## src/rtl/vp_voice_pkg.sv

```systemverilog
`default_nettype none
// ============================================================================
// Module : vp_voice_pkg
// Brief  : Shared types and bank-select addresses for The Voice command path.
// Rev    : 1.0
// ============================================================================
package vp_voice_pkg;

    typedef logic [1:0] voice_bank_t;

    typedef struct packed {
        logic [5:0]  allo;
        voice_bank_t bank;
    } voice_cmd_t;

    localparam logic [7:0] VOICE_BANK_INT = 8'hE4;
    localparam logic [7:0] VOICE_BANK_E8  = 8'hE8;
    localparam logic [7:0] VOICE_BANK_E9  = 8'hE9;
    localparam logic [7:0] VOICE_BANK_EA  = 8'hEA;

    localparam int VOICE_CMD_W = $bits(voice_cmd_t);

    // Returns {hit, bank}; hit is set only for the four bank-select addresses.
    function automatic logic [2:0] decode_bank(input logic [7:0] addr);
        logic [2:0] res;
        res = 3'b000;
        case (addr)
            VOICE_BANK_INT: res = {1'b1, 2'd0};
            VOICE_BANK_E8:  res = {1'b1, 2'd1};
            VOICE_BANK_E9:  res = {1'b1, 2'd2};
            VOICE_BANK_EA:  res = {1'b1, 2'd3};
            default:        res = 3'b000;
        endcase
        return res;
    endfunction

endpackage
`default_nettype wire

```

## src/rtl/vp_sync_fifo.sv

```systemverilog
`default_nettype none
// ============================================================================
// Module : vp_sync_fifo
// Brief  : Generic single-clock FIFO, async reset, sync clear, pop-before-push.
// Rev    : 1.0
// ============================================================================
module vp_sync_fifo #(
    parameter int WIDTH = 8,
    parameter int DEPTH = 2
) (
    input  logic                       clk_sys,
    input  logic                       reset,
    input  logic                       clr,
    input  logic                       push,
    input  logic                       pop,
    input  logic [WIDTH-1:0]           wdata,
    output logic [WIDTH-1:0]           rdata,
    output logic                       full,
    output logic                       empty,
    output logic [$clog2(DEPTH):0]     count
);

    localparam int AW = $clog2(DEPTH);
    localparam int CW = $clog2(DEPTH) + 1;

    logic [WIDTH-1:0] mem [DEPTH];
    logic [AW-1:0]    wr_ptr;
    logic [AW-1:0]    rd_ptr;
    logic             pop_ok;
    logic             push_ok;

    assign empty   = (count == '0);
    assign full    = (count == CW'(DEPTH));
    assign pop_ok  = pop & ~empty & ~clr;
    // A full FIFO still accepts a push when the head leaves in the same cycle.
    assign push_ok = push & (~full | pop_ok) & ~clr;
    assign rdata   = mem[rd_ptr];

    always_ff @(posedge clk_sys) begin
        if (push_ok) begin
            mem[wr_ptr] <= wdata;
        end
    end

    always_ff @(posedge clk_sys or posedge reset) begin
        if (reset) begin
            wr_ptr <= '0;
            rd_ptr <= '0;
            count  <= '0;
        end else if (clr) begin
            wr_ptr <= '0;
            rd_ptr <= '0;
            count  <= '0;
        end else begin
            if (push_ok) begin
                wr_ptr <= wr_ptr + AW'(1);
            end
            if (pop_ok) begin
                rd_ptr <= rd_ptr + AW'(1);
            end
            case ({push_ok, pop_ok})
                2'b10:   count <= count + CW'(1);
                2'b01:   count <= count - CW'(1);
                default: count <= count;
            endcase
        end
    end

endmodule
`default_nettype wire

```

## src/rtl/vp_voice_cmd_rx.sv

```systemverilog
`default_nettype none
// ============================================================================
// Module : vp_voice_cmd_rx
// Brief  : Decodes console writes into Voice bank selects and queued allophones.
// Rev    : 1.0
// ============================================================================
module vp_voice_cmd_rx
    import vp_voice_pkg::*;
#(
    parameter int DEPTH = 2
) (
    input  logic       clk_sys,
    input  logic       reset,
    input  logic       soft_clr_i,
    input  logic       wr_n_i,
    input  logic [7:0] addr_i,
    output logic       busy_o,
    output logic       cmd_valid_o,
    output logic [5:0] cmd_allo_o,
    output logic [1:0] cmd_bank_o,
    input  logic       cmd_ready_i,
    output logic [1:0] bank_o,
    output logic       overflow_o
);

    localparam int CW = $clog2(DEPTH) + 1;

    logic          wr_n_q;
    logic          stb;
    logic [2:0]    bank_dec;
    logic          bank_wr;
    logic          cmd_wr;
    logic          pop;
    voice_bank_t   bank_q;
    logic          overflow_q;
    voice_cmd_t    push_cmd;
    voice_cmd_t    head_cmd;
    voice_cmd_t    hold_cmd;
    voice_cmd_t    out_cmd;
    logic          fifo_full;
    logic          fifo_empty;
    logic [CW-1:0] fifo_count;

    assign stb      = wr_n_q & ~wr_n_i;
    assign bank_dec = decode_bank(addr_i);
    assign bank_wr  = stb & addr_i[7] & bank_dec[2] & ~soft_clr_i;
    assign cmd_wr   = stb & addr_i[7] & ~bank_dec[2] & ~soft_clr_i;
    assign pop      = cmd_valid_o & cmd_ready_i & ~soft_clr_i;

    assign push_cmd.allo = addr_i[5:0];
    assign push_cmd.bank = bank_q;

    vp_sync_fifo #(
        .WIDTH (VOICE_CMD_W),
        .DEPTH (DEPTH)
    ) u_fifo (
        .clk_sys (clk_sys),
        .reset   (reset),
        .clr     (soft_clr_i),
        .push    (cmd_wr),
        .pop     (pop),
        .wdata   (push_cmd),
        .rdata   (head_cmd),
        .full    (fifo_full),
        .empty   (fifo_empty),
        .count   (fifo_count)
    );

    always_ff @(posedge clk_sys or posedge reset) begin
        if (reset) begin
            wr_n_q     <= 1'b1;
            bank_q     <= '0;
            overflow_q <= 1'b0;
            hold_cmd   <= '0;
        end else begin
            // Edge detector keeps tracking through a clear so no stale strobe appears.
            wr_n_q <= wr_n_i;
            if (soft_clr_i) begin
                bank_q     <= '0;
                overflow_q <= 1'b0;
            end else begin
                if (bank_wr) begin
                    bank_q <= bank_dec[1:0];
                end
                if (cmd_wr & fifo_full & ~pop) begin
                    overflow_q <= 1'b1;
                end
            end
            if (pop) begin
                hold_cmd <= head_cmd;
            end
        end
    end

    // Once drained, the outputs keep showing the last command the synth took.
    assign out_cmd     = fifo_empty ? hold_cmd : head_cmd;
    assign cmd_valid_o = ~fifo_empty;
    assign cmd_allo_o  = out_cmd.allo;
    assign cmd_bank_o  = out_cmd.bank;
    assign busy_o      = (fifo_count == CW'(DEPTH));
    assign bank_o      = bank_q;
    assign overflow_o  = overflow_q;

endmodule
`default_nettype wire

```

## config.mk

```make
export PLATFORM = sky130hd
export DESIGN_NAME = vp_voice_cmd_rx
export DESIGN_NICKNAME = d
export VERILOG_FILES = /design/src/rtl/vp_voice_pkg.sv /design/src/rtl/vp_sync_fifo.sv /design/src/rtl/vp_voice_cmd_rx.sv
export SDC_FILE = /design/constraint.sdc
export NUM_CORES = 1
export LEC_CHECK = 0
export ABC_AREA = 1
export BUFFER_PORTS_ARGS = -buffer_cell sky130_fd_sc_hd__buf_2
export CAP_MARGIN = 0
export CORE_MARGIN = 2
export CORE_UTILIZATION = 54
export DETAILED_ROUTE_END_ITERATION = 8
export PLACE_DENSITY = 0.76
export REMOVE_ABC_BUFFERS = 1
export SLEW_MARGIN = 40
export SYNTH_ARGS = -nofsm -noshare
export SYNTH_HDL_FRONTEND = slang
export SYNTH_SLANG_ARGS = --single-unit
```

## constraint.sdc

```tcl
create_clock -name clk_sys -period 2.08 [get_ports clk_sys]
set_clock_uncertainty 0.15 [all_clocks]
set_input_delay 0 -clock clk_sys [delete_from_list [all_inputs] [get_ports clk_sys]]
set_output_delay 0 -clock clk_sys [all_outputs]
set_load 0.05 [all_outputs]
```

# Yosys cells after proc, flatten, opt, wreduce, memory -nomap -nowiden
# Memories as Yosys holds them, arrays and structs flattened.
# Index checks and enable logic that the tools add are counted.
# W data, S select, Z words.
# word_totals
register_bits	16
ramBits	16
input_bits	13
out_inout_bits	13
word_cells	61
mem_count	1
# op_classes
n_addsub	4
n_eq_ne	7
mux	14
n_bitwise	21
reduce_logical	6
# mem_list
name	depth	word_bits	rd	rd_clocked_by_memory_dff	write_ports	line	rtl
u_fifo.mem	2	8	1	0	1	vp_sync_fifo.sv:26	logic [WIDTH-1:0] mem [DEPTH];
# ops
op	n
$eq A8 B8 Y1 const B	4
$and A1 B1 Y1	14
$pmux W3 S4	1
$mux W1	8
$mux W8	1
$reduce_bool A2 Y1	4
$mux W2	3
$not A1 Y1	6
$eq A2 B2 Y1 const B	2
$pmux W2 S2	1
$reduce_bool A3 Y1	1
$add A1 B1 Y1 const B	2
$add A2 B1 Y2 const B	1
$eq A2 B1 Y1 const B	1
$logic_not A2 Y1	1
$sub A2 B1 Y2 const B	1
$or A1 B1 Y1	1

# Logic depth before layout (Yosys ltp)
# logic_depth
depth_word	12
depth_mapped	10
ltp_nobuf	10

# Hierarchy
# From an unflattened synthesis, not the netlist that was laid out.
# hier_totals
cells_unflattened	178
area_unflattened_um2	1547.7
# modules_own_cells
mod	n_inst	cells_each	area_each_um2	seq_area_each_um2
vp_sync_fifo	1	82	869.6	580.6
vp_voice_cmd_rx	1	96	678.2	301.5

# Worst setup path after synthesis
# OpenSTA, ideal clock, no wires.
# synth_path
path_type	register -> output
from	register u_fifo.count[0]
to	output port cmd_allo_o[0]
arrival_ns	2.185
t_required_ns	1.930
slack_ns	-0.255
stages_incl_launch_ff	5
path_buffers	1
cell_sequence	dfrtp_1 > nor2_2 > clkinv_1 > buf_2 > o21ai_0
# synth_between
elab_chain_len	2
# synth_rtl
element	line	rtl
start: declaration	vp_sync_fifo.sv:20	output logic [$clog2(DEPTH):0] count
start signal: assignment	vp_sync_fifo.sv:62	2'b10: count <= count + CW'(1);
start signal: assignment	vp_sync_fifo.sv:63	2'b01: count <= count - CW'(1);
start signal: assignment	vp_sync_fifo.sv:64	default: count <= count;
$logic_not A2 Y1	vp_sync_fifo.sv:32	assign empty = (count == '0);
$mux W8	vp_voice_cmd_rx.sv:96	assign out_cmd = fifo_empty ? hold_cmd : head_cmd;
end: declaration	vp_voice_cmd_rx.sv:19	output logic [5:0] cmd_allo_o,
# No other way between the ends.

# Final worst setup path
# layout_path
from	register u_fifo.rd_ptr
to	register u_fifo.rd_ptr
# layout_between
elab_chain_len	3
# layout_rtl
element	line	rtl
start: declaration	vp_sync_fifo.sv:28	logic [AW-1:0] rd_ptr;
start signal: assignment	vp_sync_fifo.sv:59	rd_ptr <= rd_ptr + AW'(1);
$add A1 B1 Y1	vp_sync_fifo.sv:59	
$mux W1	vp_sync_fifo.sv:58	if (pop_ok) begin
$mux W1	vp_sync_fifo.sv:50	end else if (clr) begin
# No other way between the ends. The select of a mux whose other input is x is not followed.
# A chain may end at the register's enable or synchronous reset.

==> reports/summary.txt <==
Vias per cell = 4.93
Tot GR Track Use = 0.204
Run status = completed
WHS Path Cells = 7
Initial Util = 0.557
Slew Viols, Final = 0
Die X = 56.6 um
Max Cap Violations = 0
Crit path capture type = register
CP bufs+invs = 2
Post-synthesis cell count = 170
Initial antenna violation count = 0
Syn. warnings = 0
Relative slew slack = 0.576
Routability Congestion = 0.739
Routed Wire Length = 2960 um
Crit path time final = 1960 ps
Setup_tns = 0 ps
Initial DRC count = 27
Port bufs = 25
RSZ-0062 raised after global routing = false
Largest net degree at the start of global routing = 20
Post-synthesis area per instance = 8.80 sq um
Slowest cell on the critical path = dlygate4sd3_1
Leakage Power = 0.890 nW
Dpl cell area = 1650 sq um
CTS Sinks = 32
Layout cells sized above 1 = 0.216
Crit-path max FO = 9
Die Y = 56.6 um
Vias in the first global route = 1,162
Core ar. = 2690 sq um
IO Pins = 26
Crit path largest cell delay = 550 ps
Die area = 3210 sq um
Wire per inst = 12.1 um
Clock transition at path regs = 100 ps
Diodes inserted = 0
Non-Filler Instances = 244
Antenna Nets Post-Route = 0
DRC Markers = 0
TritonCTS clock tree = built
CP Cell Sequence = clkinv_1, xor2_1, nor2_1, dlygate4sd3_1
Setup Viol. Count Final = 0
Root buffer cell = clkbuf_4
Worst r2r path cells = 4
Cts bufs inserted = 5
Post-Syn Area = 1500 sq um
Total gr overflow = 0
Pre-Repair DR Iteration Count = 4
Worst EP required = 2150 ps
Worst hold path type = in -> reg
H-tree depth = 2
Inst Count DP = 224
Rows = 19
CP Depth = 4
Critical path's top delay family = buffers and inverters
CP arrival = 2030 ps
Clock insertion delay at the later pin of the skew report = 320 ps
Cell Pwr Density = 1030 nW/um^2
Final core occ = 0.680
Via count = 1,203
Global-route wire length before repair = 4840 um
Area Growth Syn to Fin = 22.2%
FF+latch count, synth = 32
Startpoint types = register
Clock Path Buffers = 2
Post-route clock period utilization = 0.942
Peak Freq = 510 MHz
Post-synthesis sequential area ratio = 0.589
Fin nets = 225
Critical path class = reg -> reg
Worst Max-Slew Pin Slew = 636 ps
Yosys cell types = 22
Post-DP HPWL = 2170 um
Fin area = 1830 sq um
Final Hold Vio Count = 0
VDD IR max = 912 uV
what timing repair did:
item	in CTS	in global routing
gates resized for setup	1	1
hold endpoints to repair	36	0
endpoints found under the setup margin	1	8
hold buffers	12	0
setup buffers	0	0
area by class of cell:
type                            count  area (sq um)
Tap cell                           31          38.8
Inverter                           27           103
Fill cell                         215           858
Timing Repair Buffer               38           253
Clock buffer                        7          45.0
Clock inverter                      1          3.75
Multi-Input combinational cell    108           503
Sequential cell                    32           882
path summary, 6_finish.rpt:
path	startpoint	slack (ps)	endpoint
max	u_fifo.rd_ptr	120	u_fifo.rd_ptr
min reg2reg	overflow_o	350	overflow_o
max in group asynchronous	reset	1230	overflow_o
min in group asynchronous	reset	140	hold_cmd[0]
max reg2reg	u_fifo.rd_ptr	120	u_fifo.rd_ptr
min	addr_i[7]	50	bank_o[1]
per-layer routing:
layer,wire [um],track usage,vias up
met5,0,0,-
met4,46,0.0646,0
met3,144,0.0622,7
met2,1480,0.362,36
met1,1290,0.234,546
li1,-,-,614
placed cells by master (no fill, tap or decap):
cell and instances:
o21ai_0 19, nand3_1 5, a21oi_1 1, xor2_1 1
nor2_2 2, inv_1 23, nand3_2 1, clkbuf_1 2
nor2_4 3, clkbuf_4 5, nor3_1 1, nand2_2 4
dfstp_2 1, clkinv_1 2, xnor2_1 1, buf_4 1
buf_2 25, nor2_1 8, dlygate4sd3_1 12, nand2_1 59
nand4_1 1, edfxtp_1 16, clkinv_2 1, inv_2 2
dfrtp_1 15, nand3b_1 1, a21oi_2 1
flip-flops by register name, indices dropped and copies added, names as in the netlist:
register	count
u_fifo.mem	16
hold_cmd	8
bank_o	2
u_fifo.count	2
overflow_o	1
u_fifo.rd_ptr	1
u_fifo.wr_ptr	1
wr_n_q	1
metrics by stage:
stage	hold slack [ps]	worst slack, ps	power, mW
after global placement	-42.7	258	1.53
after detailed placement	-34.8	155	1.56
after floorplan	-237	-534	1.38
final	48.5	121	1.88
after global routing	72.9	25.1	1.99
after CTS	41.4	120	1.89
logic make-up (layout without fill, tap and decap cells):
group / Yosys count / after routing / share of synthesized area
simple gates: 85 / 85 / 0.248
flops: 32 / 32 / 0.589
buf+inv: 30 / 73 / 0.0778
compound gates: 21 / 21 / 0.0727
xor+xnor: 2 / 2 / 0.0117
cell usage after synthesis (all sizes together):
master	number	area, sq um
nand2	63	246
inv	25	93.8
o21ai	19	95.1
edfxtp	16	480
dfrtp	15	375
nor2	13	71.3
nand3	6	35.0
buf	3	15.0
a21oi	2	13.8
clkinv	2	7.51
dfstp	1	26.3
nand3b	1	7.51
nand4	1	6.26
nor3	1	5.00
xnor2	1	8.76
xor2	1	8.76
where the power goes:
part	internal, mW	switching [mW]	total [mW]	leakage, nW
combinational	0.189	0.575	0.764	0.503
sequential	0.755	0.0482	0.803	0.360
clock	0.130	0.188	0.318	0.0269
worst reg2reg max path: stages, from the launching register on:
cell	delay, ps
dfrtp_1	510
clkinv_1	310
xor2_1	260
nor2_1	60
dlygate4sd3_1	550
Power figures use the tool's default switching activity.
